## src/rtl/vga_timing_prog.sv

```systemverilog
// Programmable VGA/DVI timing generator: live/shadow geometry swapped at frame
// boundaries, pix_en-qualified counters, registered sync/DE and a delayed tap.
module vga_timing_prog #(
  parameter int unsigned H_BITS     = 11,
  parameter int unsigned V_BITS     = 10,
  parameter int unsigned CFG_BITS   = 11,
  parameter int unsigned H_ACTIVE   = 800,
  parameter int unsigned H_FRONT    = 40,
  parameter int unsigned H_SYNC     = 128,
  parameter int unsigned H_BACK     = 88,
  parameter int unsigned V_ACTIVE   = 600,
  parameter int unsigned V_FRONT    = 1,
  parameter int unsigned V_SYNC     = 4,
  parameter int unsigned V_BACK     = 23,
  parameter logic        HSYNC_POL  = 1'b1,
  parameter logic        VSYNC_POL  = 1'b1,
  parameter int unsigned SYNC_DELAY = 2,
  parameter int unsigned FRAME_BITS = 16
) (
  input  logic                  clk,
  input  logic                  reset,
  input  logic                  pix_en,
  input  logic                  cfg_we,
  input  logic [2:0]            cfg_addr,
  input  logic [CFG_BITS-1:0]   cfg_data,
  output logic                  cfg_pending,
  output logic [H_BITS-1:0]     x,
  output logic [V_BITS-1:0]     y,
  output logic                  in_frame,
  output logic                  hsync,
  output logic                  vsync,
  output logic                  line_start,
  output logic                  frame_start,
  output logic                  hsync_d,
  output logic                  vsync_d,
  output logic                  de_d,
  output logic [FRAME_BITS-1:0] frame_cnt
);

  localparam int unsigned HW = H_BITS + 1;
  localparam int unsigned VW = V_BITS + 1;
  localparam logic ACT_RST = (H_ACTIVE != 0) && (V_ACTIVE != 0);

  // Geometry sets, index 0..3 = active/front/sync/back
  logic [3:0][H_BITS-1:0] h_live_q, h_live_d, h_shd_q, h_shd_d;
  logic [3:0][V_BITS-1:0] v_live_q, v_live_d, v_shd_q, v_shd_d;

  logic [H_BITS-1:0]     hc_q, hc_d;
  logic [V_BITS-1:0]     vc_q, vc_d;
  logic                  cfg_pending_q, cfg_pending_d;
  logic [FRAME_BITS-1:0] frame_cnt_q, frame_cnt_d;

  logic [H_BITS-1:0] x_q, x_d;
  logic [V_BITS-1:0] y_q, y_d;
  logic act_q, act_d, hs_q, hs_d, vs_q, vs_d, ls_q, ls_d, fs_q, fs_d;

  logic [HW-1:0] h_total, h_sync_lo, h_sync_hi;
  logic [VW-1:0] v_total, v_sync_lo, v_sync_hi;
  logic          h_wrap, v_wrap, boundary;

  // Counter advance, frame-boundary geometry swap and config port
  always_comb begin
    h_live_d      = h_live_q;
    v_live_d      = v_live_q;
    h_shd_d       = h_shd_q;
    v_shd_d       = v_shd_q;
    hc_d          = hc_q;
    vc_d          = vc_q;
    cfg_pending_d = cfg_pending_q;
    frame_cnt_d   = frame_cnt_q;

    h_total = HW'(h_live_q[0]) + HW'(h_live_q[1]) + HW'(h_live_q[2]) + HW'(h_live_q[3]);
    v_total = VW'(v_live_q[0]) + VW'(v_live_q[1]) + VW'(v_live_q[2]) + VW'(v_live_q[3]);
    h_wrap   = HW'(hc_q) >= (h_total - HW'(1));
    v_wrap   = VW'(vc_q) >= (v_total - VW'(1));
    boundary = pix_en && h_wrap && v_wrap;

    if (pix_en) begin
      if (h_wrap) begin
        hc_d = '0;
        vc_d = v_wrap ? '0 : vc_q + V_BITS'(1);
      end else begin
        hc_d = hc_q + H_BITS'(1);
      end
    end

    // Live set samples shadow before any same-edge write lands
    if (boundary) begin
      h_live_d    = h_shd_q;
      v_live_d    = v_shd_q;
      frame_cnt_d = frame_cnt_q + FRAME_BITS'(1);
    end

    if (cfg_we) begin
      if (cfg_addr[2]) v_shd_d[cfg_addr[1:0]] = V_BITS'(cfg_data);
      else             h_shd_d[cfg_addr[1:0]] = H_BITS'(cfg_data);
    end

    if (boundary)    cfg_pending_d = cfg_we;
    else if (cfg_we) cfg_pending_d = 1'b1;
  end

  // Output decode from next-state position and geometry (zero latency)
  always_comb begin
    h_sync_lo = HW'(h_live_d[0]) + HW'(h_live_d[1]);
    h_sync_hi = h_sync_lo + HW'(h_live_d[2]);
    v_sync_lo = VW'(v_live_d[0]) + VW'(v_live_d[1]);
    v_sync_hi = v_sync_lo + VW'(v_live_d[2]);

    act_d = (hc_d < h_live_d[0]) && (vc_d < v_live_d[0]);
    x_d   = act_d ? hc_d : '0;
    y_d   = act_d ? vc_d : '0;
    hs_d  = ((HW'(hc_d) >= h_sync_lo) && (HW'(hc_d) < h_sync_hi)) ? HSYNC_POL : ~HSYNC_POL;
    vs_d  = ((VW'(vc_d) >= v_sync_lo) && (VW'(vc_d) < v_sync_hi)) ? VSYNC_POL : ~VSYNC_POL;
    ls_d  = (hc_d == '0);
    fs_d  = (hc_d == '0) && (vc_d == '0);
  end

  // State and output registers
  always_ff @(posedge clk or posedge reset) begin
    if (reset) begin
      h_live_q      <= {H_BITS'(H_BACK), H_BITS'(H_SYNC), H_BITS'(H_FRONT), H_BITS'(H_ACTIVE)};
      h_shd_q       <= {H_BITS'(H_BACK), H_BITS'(H_SYNC), H_BITS'(H_FRONT), H_BITS'(H_ACTIVE)};
      v_live_q      <= {V_BITS'(V_BACK), V_BITS'(V_SYNC), V_BITS'(V_FRONT), V_BITS'(V_ACTIVE)};
      v_shd_q       <= {V_BITS'(V_BACK), V_BITS'(V_SYNC), V_BITS'(V_FRONT), V_BITS'(V_ACTIVE)};
      hc_q          <= '0;
      vc_q          <= '0;
      cfg_pending_q <= 1'b0;
      frame_cnt_q   <= '0;
      x_q           <= '0;
      y_q           <= '0;
      act_q         <= ACT_RST;
      hs_q          <= ~HSYNC_POL;
      vs_q          <= ~VSYNC_POL;
      ls_q          <= 1'b1;
      fs_q          <= 1'b1;
    end else begin
      h_live_q      <= h_live_d;
      h_shd_q       <= h_shd_d;
      v_live_q      <= v_live_d;
      v_shd_q       <= v_shd_d;
      hc_q          <= hc_d;
      vc_q          <= vc_d;
      cfg_pending_q <= cfg_pending_d;
      frame_cnt_q   <= frame_cnt_d;
      x_q           <= x_d;
      y_q           <= y_d;
      act_q         <= act_d;
      hs_q          <= hs_d;
      vs_q          <= vs_d;
      ls_q          <= ls_d;
      fs_q          <= fs_d;
    end
  end

  // Delay line of {hsync, vsync, de}, advancing on pix_en steps only
  if (SYNC_DELAY == 0) begin : g_nodly
    assign hsync_d = hs_q;
    assign vsync_d = vs_q;
    assign de_d    = act_q;
  end else begin : g_dly
    logic [SYNC_DELAY-1:0][2:0] dly_q, dly_d;

    // Shift register next state
    always_comb begin
      dly_d = dly_q;
      if (pix_en) begin
        dly_d[0] = {hs_q, vs_q, act_q};
        for (int i = 1; i < SYNC_DELAY; i++) dly_d[i] = dly_q[i-1];
      end
    end

    // Shift register flops, reset to inactive sync and no DE
    always_ff @(posedge clk or posedge reset) begin
      if (reset) dly_q <= {SYNC_DELAY{~HSYNC_POL, ~VSYNC_POL, 1'b0}};
      else       dly_q <= dly_d;
    end

    assign hsync_d = dly_q[SYNC_DELAY-1][2];
    assign vsync_d = dly_q[SYNC_DELAY-1][1];
    assign de_d    = dly_q[SYNC_DELAY-1][0];
  end

  assign cfg_pending = cfg_pending_q;
  assign frame_cnt   = frame_cnt_q;
  assign x           = x_q;
  assign y           = y_q;
  assign in_frame    = act_q;
  assign hsync       = hs_q;
  assign vsync       = vs_q;
  assign line_start  = ls_q;
  assign frame_start = fs_q;

endmodule

```

## config.mk

```make
export PLATFORM = sky130hd
export DESIGN_NAME = vga_timing_prog
export DESIGN_NICKNAME = d
export VERILOG_FILES = /design/src/rtl/vga_timing_prog.sv
export SDC_FILE = /design/constraint.sdc
export NUM_CORES = 1
export LEC_CHECK = 0
export CAP_MARGIN = 15
export CORE_ASPECT_RATIO = 0.6
export CORE_UTILIZATION = 50
export DETAILED_ROUTE_END_ITERATION = 16
export GPL_TIMING_DRIVEN = 0
export MAX_ROUTING_LAYER = met4
export PLACE_DENSITY = 0.7
export SLEW_MARGIN = 20
export SYNTH_ARGS = -nofsm -noshare
export SYNTH_HDL_FRONTEND = slang
export SYNTH_SLANG_ARGS = --single-unit
```

## constraint.sdc

```tcl
create_clock -name clk -period 8.5 [get_ports clk]
set_clock_uncertainty 0.05 [all_clocks]
set_input_delay 2.125 -clock clk [delete_from_list [all_inputs] [get_ports clk]]
set_output_delay 2.125 -clock clk [all_outputs]
set_load 0.01 [all_outputs]
```

==> impl_metrics.ini, run 1 <==
[timing]
max_freq_mhz = 108.6
min_period_ns = 9.204
finalHoldViolations = 0
post-route-period-util_pct = 108.3
hold_ws_ns = 0.4081
finalSetupViolations = 2
rsz0062_at_grt = yes
slew_violations = 0
timing.final.ws_setup_ns = -0.7040
tightest_slew_ns = 1.041
maxSlewHeadroom_pct = 30.60

[yosys]
syn_nets = 1749
synthAdderAreaFrac_pct = 19.30
ys_warn_count = 0
avgSynthCellArea_um2 = 10.10
synth_area_um2 = 15350
postSynthCellCount = 1520
ys_seq_elements = 238
muxShareOfSynthArea_pct = 6.823
synthFlopType = dfrtp_1
synth-xor-area-share_pct = 5.372
yosys.cell_types.count = 70
synth_compound_area_share_pct = 11.29
synth-simple-area-share_pct = 11.80
synth_edf_count = 0
synth_top_family_by_area = adder cells
async_flop_share_pct = 100.0
seq_area_frac_synth_pct = 39.14

[global_routing]
antenna_found_initial = 0
grt_max_degree = 36
grt_remaining_overflow = 0
track_usage_pct = 30.68
grt_pass1_vias = 11660
grt_pass1_wl_mm = 69.31

[worst_setup_path]
arrival_ns = 9.62
path_class = reg2reg
startpoint_type = register
cp_data_required_time_ns = 8.92
crit_path_end_kind = register
cpPeakStageDelay_ns = 0.51
critPathSlowestCell = fa_1
cp_common_cell = inv_2
cp_max_fo = 6

[floorplanning]
rows = 49
initial_core_util_pct = 51.09
dieArea_um2 = 31430
io_pins = 64
core_um2 = 30040
die_y_um = 137.7
dieWidth_um = 228.2

[placement]
place_area_um2 = 16650
dp_cells = 1996
io_buffers = 60
gp_congestion = 0.9247
dp.final_hpwl_mm = 33.39

[clock_network]
clk_pin_slew_ns = 0.07
numCtsBuffers = 24
clock_path_buffers = 3
clock_sinks = 238
holdBufCountCts = 0
cts_tree = done
insertion_delay_ns = 0.54
cts_root_buf = clkbuf_16
cts.htree.levels = 1

[detailed_routing]
ant_nets = 0
wl_mm = 46.32
drt_pass1_iterations = 5
drt_iter0_markers = 1180
wire_per_inst_um = 21.96
route.detailed.drc = 0
vias_per_cell = 5.710
via_count = 12040

[cells_and_area]
nets = 1911
seqCellArea_um2 = 6010
final_common_cell = dfrtp_1
synthToLayoutAreaGrowth_pct = 22.46
finalCoreUtilization_pct = 62.57
final_area_um2 = 18800
fillers = 2463
drive_gt1_share_pct = 24.00
final_cell_mix = dfrtp_1 (195), inv_1 (187), nand2_1 (169), ha_1 (149), mux2_2 (90)
final_cells = 2109
multi_input_area_um2 = 9021

[job]
max-cap-violations = 0

[outcome]
violations = negative setup slack
status = finished with violations

[power_and_ir_drop]
ir_drop_uv = 175.0
p_leak_nw = 9.129
powerDensity_nw_per_um2 = 156.8

[hold_path]
hp-class = reg2reg
[kinds of logic (layout without fill, tap and decap cells)]
family | count (synthesis) | after routing
other cells | 0 | 1
mux | 93 | 93
buf+inv | 247 | 427
compound gates | 274 | 274
fa+ha+maj | 211 | 211
flops | 238 | 238
simple gates | 366 | 366
xor+xnor | 91 | 91
[where the power goes]
group	internal [W]	total (W)	switching, W	leakage (nW)
clock network	0.000639	0.00111	0.000474	0.404
registers	0.00127	0.00135	0.0000835	2.79
logic	0.000228	0.000482	0.000254	5.93
[cells in the mapped netlist (all sizes together) (7+ instances only)]
cell type  number  share of area (%)
inv           205                5.0
dfrtp         197                 32
nand2         174                4.3
ha            168                 14
mux2           90                6.6
o21ai          84                2.8
a21oi          74                2.4
nor2           56                1.4
xnor2          53                3.0
fa             43                5.6
dfstp          41                7.0
xor2           36                2.1
a21o           35                1.7
nand3          23               0.75
buf            21               0.74
clkbuf         21               0.51
nor4           21                1.3
o21bai         17               0.83
and3           14               0.57
nand4          14               0.57
nor3           14               0.46
a31oi          12               0.49
nand2b         12               0.49
a211oi          8               0.39
nor2b           7               0.29
nor3b           7               0.37
[per-layer routing]
| metal | vias up | global-route usage (%) | wire length [µm] |
|---|---|---|---|
| met5 | - | - | 0 |
| met1 | 5962 | 45.25 | 22280 |
| met2 | 519 | 41.73 | 18240 |
| met3 | 73 | 8.071 | 4812 |
| li1 | 5488 | - | - |
| met4 | 0 | 6.600 | 988 |
[cell type report]
cell class              instances  share of cell area [%]
repair buffers                137                   6.890
multi-input cells            1035                   48.00
plain buffers                  41                   1.937
inverters                     205                   4.127
clock inverters                 7                  0.3528
clock buffers                  37                   3.994
well taps                     408                   2.716
diodes                          1                 0.01331
flip-flops and latches        238                   31.97
[worst max-delay path: cells and delay by family, from the launching register on]
family	cells	cell delay, ns
compound gates	23	3.80
xor+xnor	2	0.39
fa+ha+maj	8	2.44
buf+inv	11	1.09
flops	1	0.40
simple gates	6	0.94
[sequential cells by signal, indices dropped and copies added (netlist names), 3 cells and up]
name	cells
h_live_q	44
v_shd_q	40
x	11
hc_q	11
vc_q	10
g_dly.dly_q	3
y	10
h_shd_q	44
v_live_q	40
frame_cnt	16
[worst paths after layout]
check	slack, ns	endpoint	startpoint	depth (start not counted)
max reg2reg	-0.70	hsync	h_live_q[13]	50
min in group asynchronous	1.99	v_shd_q[38]	reset	2
max	-0.70	hsync	h_live_q[13]	50
min reg2reg	0.41	v_live_q[30]	v_shd_q[30]	2
min	0.41	v_live_q[30]	v_shd_q[30]	2
max in group asynchronous	4.55	frame_start	reset	8
[timing repair]
action,CTS,global route
setup buffers,58,10
gates cloned,1,0
gates resized for setup,157,36
setup endpoints to repair,24,22
pin swaps,66,53
[stage by stage]
stage	setup WS [ns]	TNS (ns)	total power, W
after global routing	-1.035	-1.986	0.003052
after detailed placement	-2.225	-5.994	0.001827
after floorplan	-0.1077	-0.1077	0.001653
after CTS	-0.6024	-1.168	0.002939
after global placement	-2.743	-4.865	0.001802
final	-0.7040	-1.333	0.002948
No activity file was read; power rests on OpenSTA's default activity.
==> run 2, diff against run 1 <==
- MAX_ROUTING_LAYER: met4 -> default
- SLEW_MARGIN: 20 -> 40
==> impl_metrics.ini, run 2 (synthesis results as in run 1) <==
[worst_setup_path]
cp_max_fo = 10
cp_data_required_time_ns = 8.93
arrival_ns = 9.71
startpoint_type = register
rr_startpoint = h_live_q[2]
cpPeakStageDelay_ns = 0.49
path_class = reg2reg
critPathSlowestCell = fa_1
reg2reg_to = hsync
crit_path_end_kind = register
worst_r2r_path_depth = 47
ff2ff_setup_slack_ns = -0.78

[cells_and_area]
n_antenna_cell = 0
final_cell_mix = dfrtp_1 (195), inv_1 (187), nand2_1 (168), ha_1 (148), mux2_2 (90)
finalCoreUtilization_pct = 63.15
final_common_cell = dfrtp_1
nets = 1915
reg_top3 = h_live_q (44), h_shd_q (44)
synthToLayoutAreaGrowth_pct = 23.60
drive_gt1_share_pct = 25.28

[power_and_ir_drop]
ir_drop_uv = 162.3
powerDensity_nw_per_um2 = 157.3
pwr-share-comb_pct = 16.3
total_power_w = 0.002983
intPower_w = 0.002158
netSwitchingPower_w = 0.0008252
sw_frac_of_total_pct = 27.66
p_leak_nw = 9.155
clockPowerShare_pct = 38.3
p_seq_share_pct = 45.4

[clock_network]
numCtsBuffers = 25
clk_pin_slew_ns = 0.06
holdBufCountCts = 0
clock_sinks = 238
clock_path_buffers = 3
insertion_delay_ns = 0.55
cts.htree.levels = 1
cts_root_buf = clkbuf_16
cts_tree = done

[floorplanning]
die_y_um = 137.7
dieArea_um2 = 31430
dieWidth_um = 228.2
initial_core_util_pct = 51.09
io_pins = 64
core_um2 = 30040
rows = 49

[placement]
gp_congestion = 0.9099
io_buffers = 60
dpl_worst_slack_ns = -2.147
dp.final_hpwl_mm = 33.33

[timing]
setup_tns_ns = -1.203
min_period_ns = 9.281
tightest_slew_ns = 0.8800
rsz0062_at_grt = yes
slew_violations = 0
finalHoldViolations = 0
maxSlewHeadroom_pct = 41.12
hold_ws_ns = 0.4039
max_freq_mhz = 107.8
finalSetupViolations = 2
timing.final.ws_setup_ns = -0.7806
post-route-period-util_pct = 109.2

[global_routing]
grt_max_degree = 29
grt_pass1_wl_mm = 68.87
track_usage_pct = 29.31
grt_remaining_overflow = 0
antenna_found_initial = 1
grt_pass1_vias = 11710

[hold_path]
hp-class = reg2reg
min_path_cells = 2
min-delay-start = v_shd_q[30]
min_to = v_live_q[30]

[detailed_routing]
drt_iter0_markers = 1045
wl_mm = 45.31
ant_nets = 0
vias_per_cell = 5.631
via_count = 11900
route.detailed.drc = 0
wire_per_inst_um = 21.44
drt_pass1_iterations = 7

[outcome]
violations = negative setup slack
status = finished with violations

[job]
max-cap-violations = 0
## run 2: per-layer routing
| layer | wire length [µm] | GRT usage (%) | vias to the layer above |
|---|---|---|---|
| li1 | - | - | 5507 |
| met1 | 21470 | 43.34 | 5862 |
| met2 | 18220 | 41.75 | 479 |
| met3 | 4935 | 9.520 | 51 |
| met4 | 684 | 5.556 | 0 |
| met5 | 0 | 0 | - |
## run 2: timing repair
item                                    in CTS  in global routing
pin swaps                                   74                 56
endpoints found under the setup margin      24                 19
gates resized for setup                    147                 66
buffers inserted                            51                 16
## run 2: worst max-delay path by stage
stage / startpoint / end / slack [ns] / depth (start not counted)
after global placement: h_live_q[2] / hsync / -2.73 / 46
after floorplan: h_live_q[1] / hsync / -0.11 / 43
final: h_live_q[2] / hsync / -0.78 / 47
after detailed placement: h_live_q[2] / vsync / -2.15 / 44
after CTS: h_live_q[14] / hsync / -0.70 / 48
after global routing: h_live_q[2] / hsync / -1.16 / 52
## run 2: layout make-up
| cell class | count | area (µm²) |
|---|---|---|
| Inverter | 205 | 775.7 |
| Buffer | 41 | 395.4 |
| Tap cell | 408 | 510.5 |
| Fill cell | 2448 | 11070 |
| Multi-Input combinational cell | 1035 | 9086 |
| Sequential cell | 238 | 6010 |
| Clock buffer | 38 | 734.5 |
| Timing Repair Buffer | 140 | 1358 |
| Clock inverter | 8 | 101.3 |
## run 2: power groups by stage
| stage | Sequential (W) | Clock [W] | Combinational (W) |
|---|---|---|---|
| after detailed placement | 0.00137 | 0 | 0.000472 |
| after global routing | 0.00137 | 0.00120 | 0.000528 |
| final | 0.00135 | 0.00114 | 0.000487 |
| after CTS | 0.00135 | 0.00115 | 0.000478 |
| after floorplan | 0.00135 | 0 | 0.000300 |
| after global placement | 0.00136 | 0 | 0.000440 |
## run 2: critical path, delay by kind of cell, from the launching register on
kind                     cells  cell delay, ns
flip-flops                   1            0.37
XOR/XNOR                     1            0.29
AO/OA/AOI/OAI               24            4.04
buffers and inverters        9            0.97
adder cells (fa/ha/maj)      8            2.59
AND/OR/NAND/NOR              5            0.90
## run 2: stage by stage
stage / instance area (µm²) / cells
CTS: 18550 / 2096
global route: 18970 / 2113
finish: 18970 / 2113
floorplan: 15390 / 1520
detailed placement: 16760 / 2000
global placement: 16500 / 1988
==> run 3, diff against run 2 <==
- SLEW_MARGIN: 40 -> default
==> impl_metrics.ini, run 3 (synthesis results as in run 1) <==
[worst_setup_path]
crit_path_end_kind = register
cp_max_fo = 7
cp_data_required_time_ns = 8.92
arrival_ns = 9.67
startpoint_type = register
critPathTopFamily = compound AO/OA/AOI/OAI gates
cp_common_cell = inv_1
path_buf_inv = 13
critPathSlowestCell = fa_1
path_class = reg2reg
cpPeakStageDelay_ns = 0.50

[cells_and_area]
reg_top3 = h_live_q (44), h_shd_q (44)
final_cell_mix = dfrtp_1 (195), inv_1 (187), nand2_1 (168), ha_1 (150), mux2_2 (90)
drive_gt1_share_pct = 23.71
nets = 1902
multi_input_area_um2 = 9060
fillers = 2431
n_antenna_cell = 0
final_common_cell = dfrtp_1
final_area_um2 = 18810
seqCellArea_um2 = 6010
finalCoreUtilization_pct = 62.62
final_cells = 2099
synthToLayoutAreaGrowth_pct = 22.57

[clock_network]
cts_tree = done
clock_sinks = 238
holdBufCountCts = 0
numCtsBuffers = 24
insertion_delay_ns = 0.55
clk_pin_slew_ns = 0.07
cts.htree.levels = 1
clock_path_buffers = 3
cts_root_buf = clkbuf_16

[timing]
rsz0062_at_grt = yes
tightest_slew_ns = 1.016
post-route-period-util_pct = 108.8
timing.final.ws_setup_ns = -0.7482
max_freq_mhz = 108.1
finalHoldViolations = 0
finalSetupViolations = 2
min_period_ns = 9.248
slew_violations = 0
maxSlewHeadroom_pct = 32.27

[placement]
dp_cells = 1995
dp.final_hpwl_mm = 32.94
place_area_um2 = 16630
io_buffers = 60
dpl_worst_slack_ns = -2.131
gp_congestion = 0.9099

[detailed_routing]
drt_pass1_iterations = 5
via_count = 11900
wire_per_inst_um = 21.61
wl_mm = 45.36
vias_per_cell = 5.670
route.detailed.drc = 0
drt_iter0_markers = 1140
ant_nets = 0

[global_routing]
grt_max_degree = 42
grt-busiest-layer = met1
grt_pass1_wl_mm = 68.68
antenna_found_initial = 2
grtUsageMet3_pct = 8.506
track_usage_pct = 29.19
grt_remaining_overflow = 0
grt_pass1_vias = 11780
met1_usage_pct = 44.22
use_met2_pct = 40.90

[floorplanning]
io_pins = 64
die_y_um = 137.7
dieArea_um2 = 31430
initial_core_util_pct = 51.09
core_um2 = 30040
rows = 49
dieWidth_um = 228.2

[power_and_ir_drop]
powerDensity_nw_per_um2 = 162.7
ir_drop_uv = 137.8
p_leak_nw = 9.123

[job]
max-cap-violations = 0

[outcome]
status = finished with violations
violations = negative setup slack

[hold_path]
hp-class = reg2reg
==> run 3: changes by cell type in the layout (fill, tap and decap cells not counted), sizes merged <==
| cell | change |
|---|---|
| clkbuf | -5 |
| buf | -13 |
| inv | -1 |
| bufinv | +4 |
| clkinv | +1 |
==> run 3: path summary, 6_finish.rpt <==
path,from,endpoint,slack (ns),cells past startpoint
max,h_live_q[3],hsync,-0.75,51
min,v_shd_q[30],v_live_q[30],0.40,2
max reg2reg,h_live_q[3],hsync,-0.75,51
min reg2reg,v_shd_q[30],v_live_q[30],0.40,2
max in group asynchronous,reset,line_start,4.89,6
min in group asynchronous,reset,v_shd_q[37],2.01,2
==> run 3: timing repair <==
action,in CTS,in global routing
buffers inserted,47,15
endpoints found under the hold margin,0,0
pin swaps,81,47
gates resized for setup,160,38
endpoints found under the setup margin,22,23
==> run 3: layout make-up <==
type | instances | share of cell area [%]
clock inverter | 12 | 1.157
multi-input combinational | 1035 | 48.16
tap | 408 | 2.713
clock buffer | 32 | 3.571
inverter | 205 | 4.110
timing repair buffer | 129 | 6.365
sequential | 238 | 31.94
buffer | 40 | 1.982
==> run 3: report_power, final <==
| part | total [W] | switching [W] | internal, W |
|---|---|---|---|
| clock network | 0.00121 | 0.000470 | 0.000739 |
| logic | 0.000497 | 0.000259 | 0.000238 |
| registers | 0.00136 | 0.0000858 | 0.00127 |
==> run 3: layer usage <==
layer	wire length (µm)	up-vias	part of all wire, %
li1	-	5484	-
met1	21300	5852	47
met2	18090	503	40
met3	5120	62	11
met4	842	0	1.9
met5	0	-	0
==> run 3: metrics by stage <==
| step | TNS (ns) | hold WS, ns | power, W |
|---|---|---|---|
| after floorplan | -0.1077 | 0.3822 | 0.001653 |
| after global placement | -4.970 | 0.3905 | 0.001804 |
| after detailed placement | -4.605 | 0.3948 | 0.001832 |
| after CTS | -1.164 | 0.4070 | 0.003051 |
| after global routing | -2.204 | 0.4282 | 0.003177 |
| final | -1.395 | 0.4045 | 0.003062 |
==> run 3: worst register-to-register path, delay by kind of cell (launching register included) <==
kind / cells / cell delay [ns]
AO/OA/AOI/OAI: 22 / 3.63
XOR/XNOR: 1 / 0.18
adder cells (fa/ha/maj): 9 / 2.57
buffers and inverters: 13 / 1.47
flip-flops: 1 / 0.46
AND/OR/NAND/NOR: 6 / 0.85
